**src/rtl/mips_pkg.sv**
```systemverilog
// Shared MIPS pipeline definitions: register-file geometry and the
// address/data types used across the writeback sink.
package mips_pkg;

   localparam int NREG = 32;
   localparam int DW   = 32;
   localparam int AW   = 5;
   localparam int CW   = 2;

   localparam logic [AW-1:0] REG_ZERO = 5'd0;

   typedef logic [AW-1:0] regaddr_t;
   typedef logic [DW-1:0] word_t;

endpackage

```
**src/rtl/regfile_wb_sink_sb_counter.sv**
```systemverilog
// Pending-write counter for one architectural register. It counts issued
// writes that have not yet reached writeback and flags under/overflow.
module sb_counter #(
   parameter int CW = 2
) (
   input  logic          clk,
   input  logic          rst,
   input  logic          inc,
   input  logic          dec,
   output logic [CW-1:0] cnt,
   output logic          err
);

   localparam logic [CW-1:0] CNT_MAX = '1;

   // A simultaneous issue and retire to the same register cancel out.
   always_comb begin
      err = (dec && !inc && cnt == '0) || (inc && !dec && cnt == CNT_MAX);
   end

   // NOTE: state registers use non-blocking assignments so every flop samples
   // the pre-edge values, independent of block ordering.
   always_ff @(posedge clk) begin
      if (rst) begin
         cnt <= '0;
      end else if (inc && !dec && cnt != CNT_MAX) begin
         cnt <= cnt + CW'(1);
      end else if (dec && !inc && cnt != '0) begin
         cnt <= cnt - CW'(1);
      end
   end

endmodule

```
**src/rtl/regfile_wb_sink.sv**
```systemverilog
// Architectural register file with write-first bypass and a per-register
// pending-write scoreboard that holds ID until its sources are written back.
module regfile_wb_sink #(
   parameter int NREG = 32,
   parameter int DW   = 32,
   parameter int AW   = 5,
   parameter int CW   = 2
) (
   input  logic          clk,
   input  logic          rst,
   input  logic          wb_we,
   input  logic [AW-1:0] wb_waddr,
   input  logic [DW-1:0] wb_wdata,
   input  logic [AW-1:0] rs_addr,
   input  logic [AW-1:0] rt_addr,
   input  logic          rs_use,
   input  logic          rt_use,
   output logic [DW-1:0] rs_data,
   output logic [DW-1:0] rt_data,
   input  logic          id_issue,
   input  logic          id_dst_we,
   input  logic [AW-1:0] id_dst,
   output logic          stall,
   input  logic [AW-1:0] dbg_addr,
   output logic [DW-1:0] dbg_data,
   output logic          sb_err
);

   import mips_pkg::*;

   localparam logic [CW-1:0] CNT_MAX = '1;

   logic [DW-1:0]   regs [NREG];
   logic [CW-1:0]   cnt  [NREG];
   logic [NREG-1:0] incVec;
   logic [NREG-1:0] decVec;
   logic [NREG-1:0] errVec;
   logic            rsPend;
   logic            rtPend;
   logic            full;
   logic            sbErrQ;

   // The last outstanding write to a register is satisfied by the bypass.
   function automatic logic pending(input logic [CW-1:0] c, input logic wbHit);
      return (c != '0) && !(c == CW'(1) && wbHit);
   endfunction

   always_comb begin
      rs_data = regs[rs_addr];
      if (rs_addr == REG_ZERO)                  rs_data = '0;
      else if (wb_we && wb_waddr == rs_addr)    rs_data = wb_wdata;

      rt_data = regs[rt_addr];
      if (rt_addr == REG_ZERO)                  rt_data = '0;
      else if (wb_we && wb_waddr == rt_addr)    rt_data = wb_wdata;

      dbg_data = (dbg_addr == REG_ZERO) ? '0 : regs[dbg_addr];
   end

   always_comb begin
      rsPend = pending(cnt[rs_addr], wb_we && wb_waddr == rs_addr);
      rtPend = pending(cnt[rt_addr], wb_we && wb_waddr == rt_addr);
      full   = id_issue && id_dst_we && id_dst != REG_ZERO &&
               cnt[id_dst] == CNT_MAX && !(wb_we && wb_waddr == id_dst);
      stall  = (rs_use && rsPend) || (rt_use && rtPend) || full;
   end

   assign cnt[0]    = '0;
   assign incVec[0] = 1'b0;
   assign decVec[0] = 1'b0;
   assign errVec[0] = 1'b0;

   for (genvar g = 1; g < NREG; g++) begin : gen_cnt
      assign incVec[g] = id_issue && !stall && id_dst_we && id_dst == AW'(g);
      assign decVec[g] = wb_we && wb_waddr == AW'(g);

      sb_counter #(.CW(CW)) u_cnt (
         .clk (clk),
         .rst (rst),
         .inc (incVec[g]),
         .dec (decVec[g]),
         .cnt (cnt[g]),
         .err (errVec[g])
      );
   end

   // NOTE: the storage array is reset explicitly because architectural
   // registers must read zero after reset; this keeps it out of RAM macros.
   always_ff @(posedge clk) begin
      if (rst) begin
         for (int i = 0; i < NREG; i++) regs[i] <= '0;
      end else if (wb_we && wb_waddr != REG_ZERO) begin
         regs[wb_waddr] <= wb_wdata;
      end
   end

   always_ff @(posedge clk) begin
      if (rst)          sbErrQ <= 1'b0;
      else if (|errVec) sbErrQ <= 1'b1;
   end

   assign sb_err = sbErrQ;

endmodule
```
**config.mk**
```make
export PLATFORM = sky130hd
export DESIGN_NAME = regfile_wb_sink
export DESIGN_NICKNAME = d
export VERILOG_FILES = /design/src/rtl/mips_pkg.sv /design/src/rtl/regfile_wb_sink_sb_counter.sv /design/src/rtl/regfile_wb_sink.sv
export SDC_FILE = /design/constraint.sdc
export NUM_CORES = 2
export LEC_CHECK = 0
export ABC_AREA = 0
export BUFFER_PORTS_ARGS = -buffer_cell sky130_fd_sc_hd__buf_4
export CORE_ASPECT_RATIO = 0.75
export CORE_UTILIZATION = 34
export DETAILED_ROUTE_END_ITERATION = 8
export HOLD_SLACK_MARGIN = 0.1
export PLACE_DENSITY = 0.57
export SLEW_MARGIN = 25
export SYNTH_ARGS = -nofsm -noshare
export SYNTH_HDL_FRONTEND = slang
export SYNTH_SLANG_ARGS = --single-unit
```
**constraint.sdc**
```tcl
create_clock -name clk -period 4.3 [get_ports clk]
set_clock_uncertainty 0.05 [all_clocks]
set_input_delay 0.43 -clock clk [delete_from_list [all_inputs] [get_ports clk]]
set_output_delay 0.43 -clock clk [all_outputs]
set_load 0.03 [all_outputs]
```
==> Word-level counts from Yosys, hierarchy flattened <==
Memories as Yosys holds them, arrays and structs flattened.
Index checks and enable logic that the tools add are counted.
{ "word_totals": {"regBits": 63, "mem_bits_rw": 1024, "output_inout_bits": 98, "mem_count": 1} }
{ "memory_table": {"columns": ["memory", "words", "width", "rd", "rd_ports_with_merged_regs", "wr", "line", "rtl"], "rows": [
  ["regs", 32, 32, 3, 0, 32, "regfile_wb_sink.sv:33", "logic [DW-1:0] regs [NREG];"]
]} }
{ "classes": {"n_addsub": 62, "magnitude_cmp": 3, "n_eq_ne": 130, "muxes": 84, "n_bitwise": 3, "n_reduce_logical": 465} }
{ "ops": {"columns": ["cell", "count"], "rows": [
  ["$logic_and 1x1->1", 264],
  ["$mux 32", 6],
  ["$eq 5x5->1 const B", 32],
  ["$mux 2", 68],
  ["$reduce_bool 2->1", 64],
  ["$eq 5x4->1 const B", 16],
  ["$logic_not 1->1", 66],
  ["$eq 2x2->1 const B", 32],
  ["$add 2x1->2 const B", 31],
  ["$logic_not 2->1", 31],
  ["$ne 2x2->1 const B", 31],
  ["$sub 2x1->2 const B", 31],
  ["$eq 5x3->1 const B", 8],
  ["$logic_or 1x1->1", 33],
  ["$reduce_or 32->1", 1],
  ["$reduce_or 31->1", 1],
  ["$bmux 2 s5", 3],
  ["$eq 5x2->1 const B", 4],
  ["$ge 6x6->1 const B", 3],
  ["$not 5->6", 3],
  ["$eq 5x5->1", 3],
  ["$logic_not 5->1", 3],
  ["$eq 5x1->1 const B", 2],
  ["$reduce_bool 5->1", 2],
  ["3 further kinds", 9]
]} }

==> Depth between registers and ports, before layout <==
{ "logic_depth": {"depth_word": 20, "mapped_depth": 15, "depth_no_buf": 11} }

==> Cells and area by module <==
From an unflattened synthesis, not the netlist that was laid out.
{ "unflattened": {"cells_unflattened": 4643, "hier_area_um2": 68821.0} }
{ "modules_own_cells": {"columns": ["mod", "instances", "cells_per_inst", "area_per_inst_um2", "seq_area_each_um2"], "rows": [
  ["regfile_wb_sink", 1, 4209, 65213.8, 30769.5],
  ["sb_counter", 31, 14, 116.4, 40.0]
]} }

==> Worst setup path after synthesis <==
OpenSTA, ideal clock, no wires.
{ "synth_timing": {"path_kind": "input to output", "startpoint": "input port rt_addr[2]", "endpoint": "output port rt_data[16]", "t_arrival_ns": 3.401, "path_slack_ns": 0.419, "path_stages": 10, "n_path_buf": 6, "cell_sequence": "buf_2 buf_2 buf_1 buf_2 buf_1 clkbuf_1 a211oi_1 a211oi_1 a21oi_1 a211oi_1"} }
{ "synth_between": {"elab_chain_cells": 4} }
{ "synth_rtl": {"columns": ["element", "line", "rtl"], "rows": [
  ["start: declaration", "regfile_wb_sink.sv:15", "input logic [AW-1:0] rt_addr,"],
  ["branches (longest 3 deep; another with $mem_v2 32x32)", null, null],
  ["$mux 32 (*)", "regfile_wb_sink.sv:54", "if (rt_addr == REG_ZERO) rt_data = '0;"],
  ["end: declaration", "regfile_wb_sink.sv:19", "output logic [DW-1:0] rt_data,"]
]} }
Mark *: on every way between the ends.

==> Worst setup path in the final report <==
{ "layout_timing": {"startpoint": "register gen_cnt[3].u_cnt.cnt[0]", "endpoint": "output port stall"} }
{ "layout_between": {"elab_chain_cells": 10} }
{ "layout_rtl": {"columns": ["element", "line", "rtl"], "rows": [
  ["start: declaration", "regfile_wb_sink_sb_counter.sv:10", "output logic [CW-1:0] cnt,"],
  ["start signal: assignment", "regfile_wb_sink_sb_counter.sv:27", "cnt <= cnt + CW'(1);"],
  ["start signal: assignment", "regfile_wb_sink_sb_counter.sv:29", "cnt <= cnt - CW'(1);"],
  ["$bmux 2 s5, on equally long branches", "regfile_wb_sink.sv:61, regfile_wb_sink.sv:62", null],
  ["$mux 2, on equally long branches (2 in a row)", "regfile_wb_sink.sv:61, regfile_wb_sink.sv:62", null],
  ["$eq 2x1->1", "regfile_wb_sink.sv:45", "return (c != '0) && !(c == CW'(1) && wbHit);"],
  ["$logic_and 1x1->1", "regfile_wb_sink.sv:45", null],
  ["$logic_not 1->1", "regfile_wb_sink.sv:45", null],
  ["$logic_and 1x1->1", "regfile_wb_sink.sv:45", null],
  ["$logic_and 1x1->1", "regfile_wb_sink.sv:65", "stall = (rs_use && rsPend) || (rt_use && rtPend) || full;"],
  ["$logic_or 1x1->1", "regfile_wb_sink.sv:65", null],
  ["$logic_or 1x1->1 (*)", "regfile_wb_sink.sv:65", null],
  ["end: declaration", "regfile_wb_sink.sv:23", "output logic stall,"]
]} }
Every way passes the cells marked *; elsewhere a longest branch is shown, timed or not. The select of a mux whose other input is x is not followed.

==> run metrics <==
Final Slew Violations 0; critical path capture point type output port; Hold Crit Class in2reg; top area cells in the synthesized netlist sky130_fd_sc_hd__edfxtp_1 (45%), sky130_fd_sc_hd__mux4_2 (29%), sky130_fd_sc_hd__and2_1 (9.2%), sky130_fd_sc_hd__mux2i_1 (3.0%), sky130_fd_sc_hd__clkbuf_1 (2.1%); Worst Path Class, Setup reg2out; Fin. Hold Viols 0; wire length per cell after detailed routing about 37 um; clk sink count 1,087; via count of the routed design 48,920; area post-placement between 70,000 and 80,000 um2; fraction of final layout cells with drive strength greater than 1 32.22%; CTS hold repair buffers 2; Yosys top cell by area sky130_fd_sc_hd__edfxtp_1; unrepaired setup endpoints after global routing false; number of buffers inserted to repair setup after CTS 0; post-route minimum period 4.054 ns; Leak 26.14 nW; clock transition at the registers of the reported paths 0.08 ns; post-detailed-route count of antenna-violating nets 0; result of the run completed; TritonCTS buffer count ~110; required arrival time at the worst endpoint 3.82 ns; number of synthesized flops with an enable pin ~1,000; Setup crit start kind flop; register-to-register setup slack 0.26 ns; antenna violations before repair 36; GR Util All Layers between 20% and 30%; slowest CP cell sky130_fd_sc_hd__a2111oi_0; count of standard-cell rows ~140; ordered cell list for the critical path mux2_2 > a221oi_1 > a211oi_1 > a2111oi_0 > buf_4 > nor4b_1 > nor3_4 > inv_2 > buf_4 > buf_4; aggregate global routing overflow 0; maximum net fanout on the critical path 7; Total Routed Length 282,900 um; Iter 0 DRT Violations 8,867; clk_lat worst skew 0.79 ns; maximum buffer depth of the clock tree 3; Max Cap Violations 0; cell with the most instances after synthesis sky130_fd_sc_hd__edfxtp_1; most prevalent standard cell on the critical path sky130_fd_sc_hd__buf_4; Total Die Area between 200,000 and 250,000 um2; # DRC 0; Peak supply drop 0.0003159 V; count of cell types in the netlist 65; number of register bits inferred by synthesis 1,087; # resized after CTS 0; routed vias/inst roughly 6.5; largest stage delay on the critical path 0.70 ns; Ys Warns 0; maximum number of pins on one net before global-route repair 92; combinational share of power 18.8%; cells after synthesis 4,716; Clk network pwr share 35.8%; x dimension of the die approximately 520 um; netlist area before placement 68,230 um2; DP HPWL ~170,000 um; net count reported at finish a little under 5,000; via count of the first global-routing pass 46,390; first-pass GRT wire length 386,000 um; clock tree from TritonCTS done; Core Footprint 199,500 um2; Avg Synthesized Cell Area approximately 14 um2; top achievable clock speed ~250 MHz; share of async-settable or async-resettable flops after synthesis 0%; Die H 390.0 um; Pwr per Cell Area 355.7 nW/um2; sequential element share of the synthesized area about 47%; transition time at the pin with the least slew margin about 1.1 ns; final design area excluding fillers about 80,000 um2; Tcrit/Tclk final between 90% and 100%; iteration count of the initial detailed-routing pass 6; internal cell power a little under 20 mW; H-tree depth reported by CTS 3; area fraction of the dominant cell type after synthesis 45.06%; prevailing post-synth register cell sky130_fd_sc_hd__edfxtp_1; top-level I/O count between 150 and 200; area growth from synthesis to layout 14.03%; global placement routability congestion 0.9470; final sum of negative setup slack 0 ns; net switching power between 7 and 8 mW; Starting Density between 30% and 40%; sequential fraction of design power 45.4%; headroom to the max-slew limit 23.84%; CTS root buf sky130_fd_sc_hd__clkbuf_16; Critical Path AT 3.57 ns; final count of negative-setup-slack endpoints 0; commonest cells in the synthesized netlist sky130_fd_sc_hd__edfxtp_1 (1,024), sky130_fd_sc_hd__and2_1 (1,002), sky130_fd_sc_hd__mux4_2 (870); Port Buffer Count 161; switching fraction of total power 28.68%
registers in the layout, summed over array words and instances (netlist names):
signal	cells
regs	1024
sb_err	1
gen_cnt.u_cnt.cnt	62
power by group through the flow:
| stage | sequential (mW) | combinational, mW | clock, mW |
|---|---|---|---|
| finish | 12.6 | 5.21 | 9.91 |
| global route | 12.6 | 5.33 | 10.3 |
| CTS | 12.5 | 5.13 | 9.94 |
| detailed placement | 12.8 | 5.11 | 0 |
| global placement | 12.7 | 5.11 | 0 |
| floorplan | 12.6 | 3.13 | 0 |
metal layers:
metal	routed length (um)	up-vias	track usage (%)	part of all wire, %
li1	-	18830	-	-
met1	107100	25370	38.15	38
met2	120800	4074	39.79	43
met3	42080	646	8.765	15
met4	12830	0	10.99	4.5
met5	0	-	0	0
critical path, delay by kind of cell (launching register included):
| family | cells | cell delay, ns |
|---|---|---|
| flip-flops | 1 | 0.40 |
| buffers and inverters | 4 | 0.67 |
| multiplexers | 1 | 0.30 |
| AND/OR/NAND/NOR | 2 | 0.33 |
| AO/OA/AOI/OAI | 3 | 1.10 |
kinds of logic (layout without fill, tap and decap cells):
| logic type | Yosys count | count (layout) | share of synthesized area (%) |
|---|---|---|---|
| mux | 1115 | 1115 | 32.38 |
| flops | 1087 | 1087 | 46.91 |
| compound gates | 462 | 462 | 4.678 |
| xor+xnor | 16 | 16 | 0.2054 |
| other cells | 1 | 50 | 0.005496 |
| simple gates | 1512 | 1512 | 12.81 |
| buf+inv | 523 | 646 | 3.011 |
placed cells by master (no fill, tap or decap), types with 31 or more instances in the layout:
cell and instances:
sky130_fd_sc_hd__edfxtp_1 1024, sky130_fd_sc_hd__and2_1 1002, sky130_fd_sc_hd__mux4_2 870, sky130_fd_sc_hd__buf_4 354, sky130_fd_sc_hd__mux2i_1 207, sky130_fd_sc_hd__nor2_1 175
sky130_fd_sc_hd__a211oi_1 134, sky130_fd_sc_hd__clkbuf_16 113, sky130_fd_sc_hd__a21oi_1 99, sky130_fd_sc_hd__buf_12 68, sky130_fd_sc_hd__dfxtp_1 63, sky130_fd_sc_hd__nand2_1 62
sky130_fd_sc_hd__nand2b_1 59, sky130_fd_sc_hd__nor3_1 46, sky130_fd_sc_hd__mux2_2 38, sky130_fd_sc_hd__o22ai_1 35, sky130_fd_sc_hd__o21ai_0 32, sky130_fd_sc_hd__conb_1 32
sky130_fd_sc_hd__a221oi_1 31, sky130_fd_sc_hd__nor2_4 31
cell type report:
type / instances / area (um2)
clock inverter: 66 / 583.1
multi-input combinational: 3137 / 34680
fill: 18410 / 121700
clock buffer: 140 / 2929
sequential: 1087 / 32010
timing repair buffer: 436 / 4215
tap: 2664 / 3333
inverter: 4 / 15.01
antenna: 18 / 45.04
stage by stage:
stage	util [%]	hold WS (ns)	power [mW]	setup slack, ns	cells
2_1_floorplan	-	0.4337	15.73	0.4187	4747
3_3_place_gp	37.19	0.4887	17.82	0.0009250	7325
3_5_place_dp	37.20	0.4983	17.87	0.1498	7326
4_1_cts	38.97	0.1037	27.61	0.2631	7534
5_1_grt	38.98	0.1284	28.27	0.04675	7538
6_report	39.00	0.1305	27.68	0.2463	7552
final timing paths:
| kind | endpoint | start | cells after the start |
|---|---|---|---|
| worst min-delay path | regs[12][12] | wb_wdata[12] | 2 |
| worst max register to register | gen_cnt[7].u_cnt.cnt[0] | gen_cnt[3].u_cnt.cnt[0] | 14 |
| worst min register to register | gen_cnt[8].u_cnt.cnt[1] | gen_cnt[8].u_cnt.cnt[1] | 2 |
| worst max-delay path | stall | gen_cnt[3].u_cnt.cnt[0] | 10 |
No activity file was read; power rests on OpenSTA's default activity.
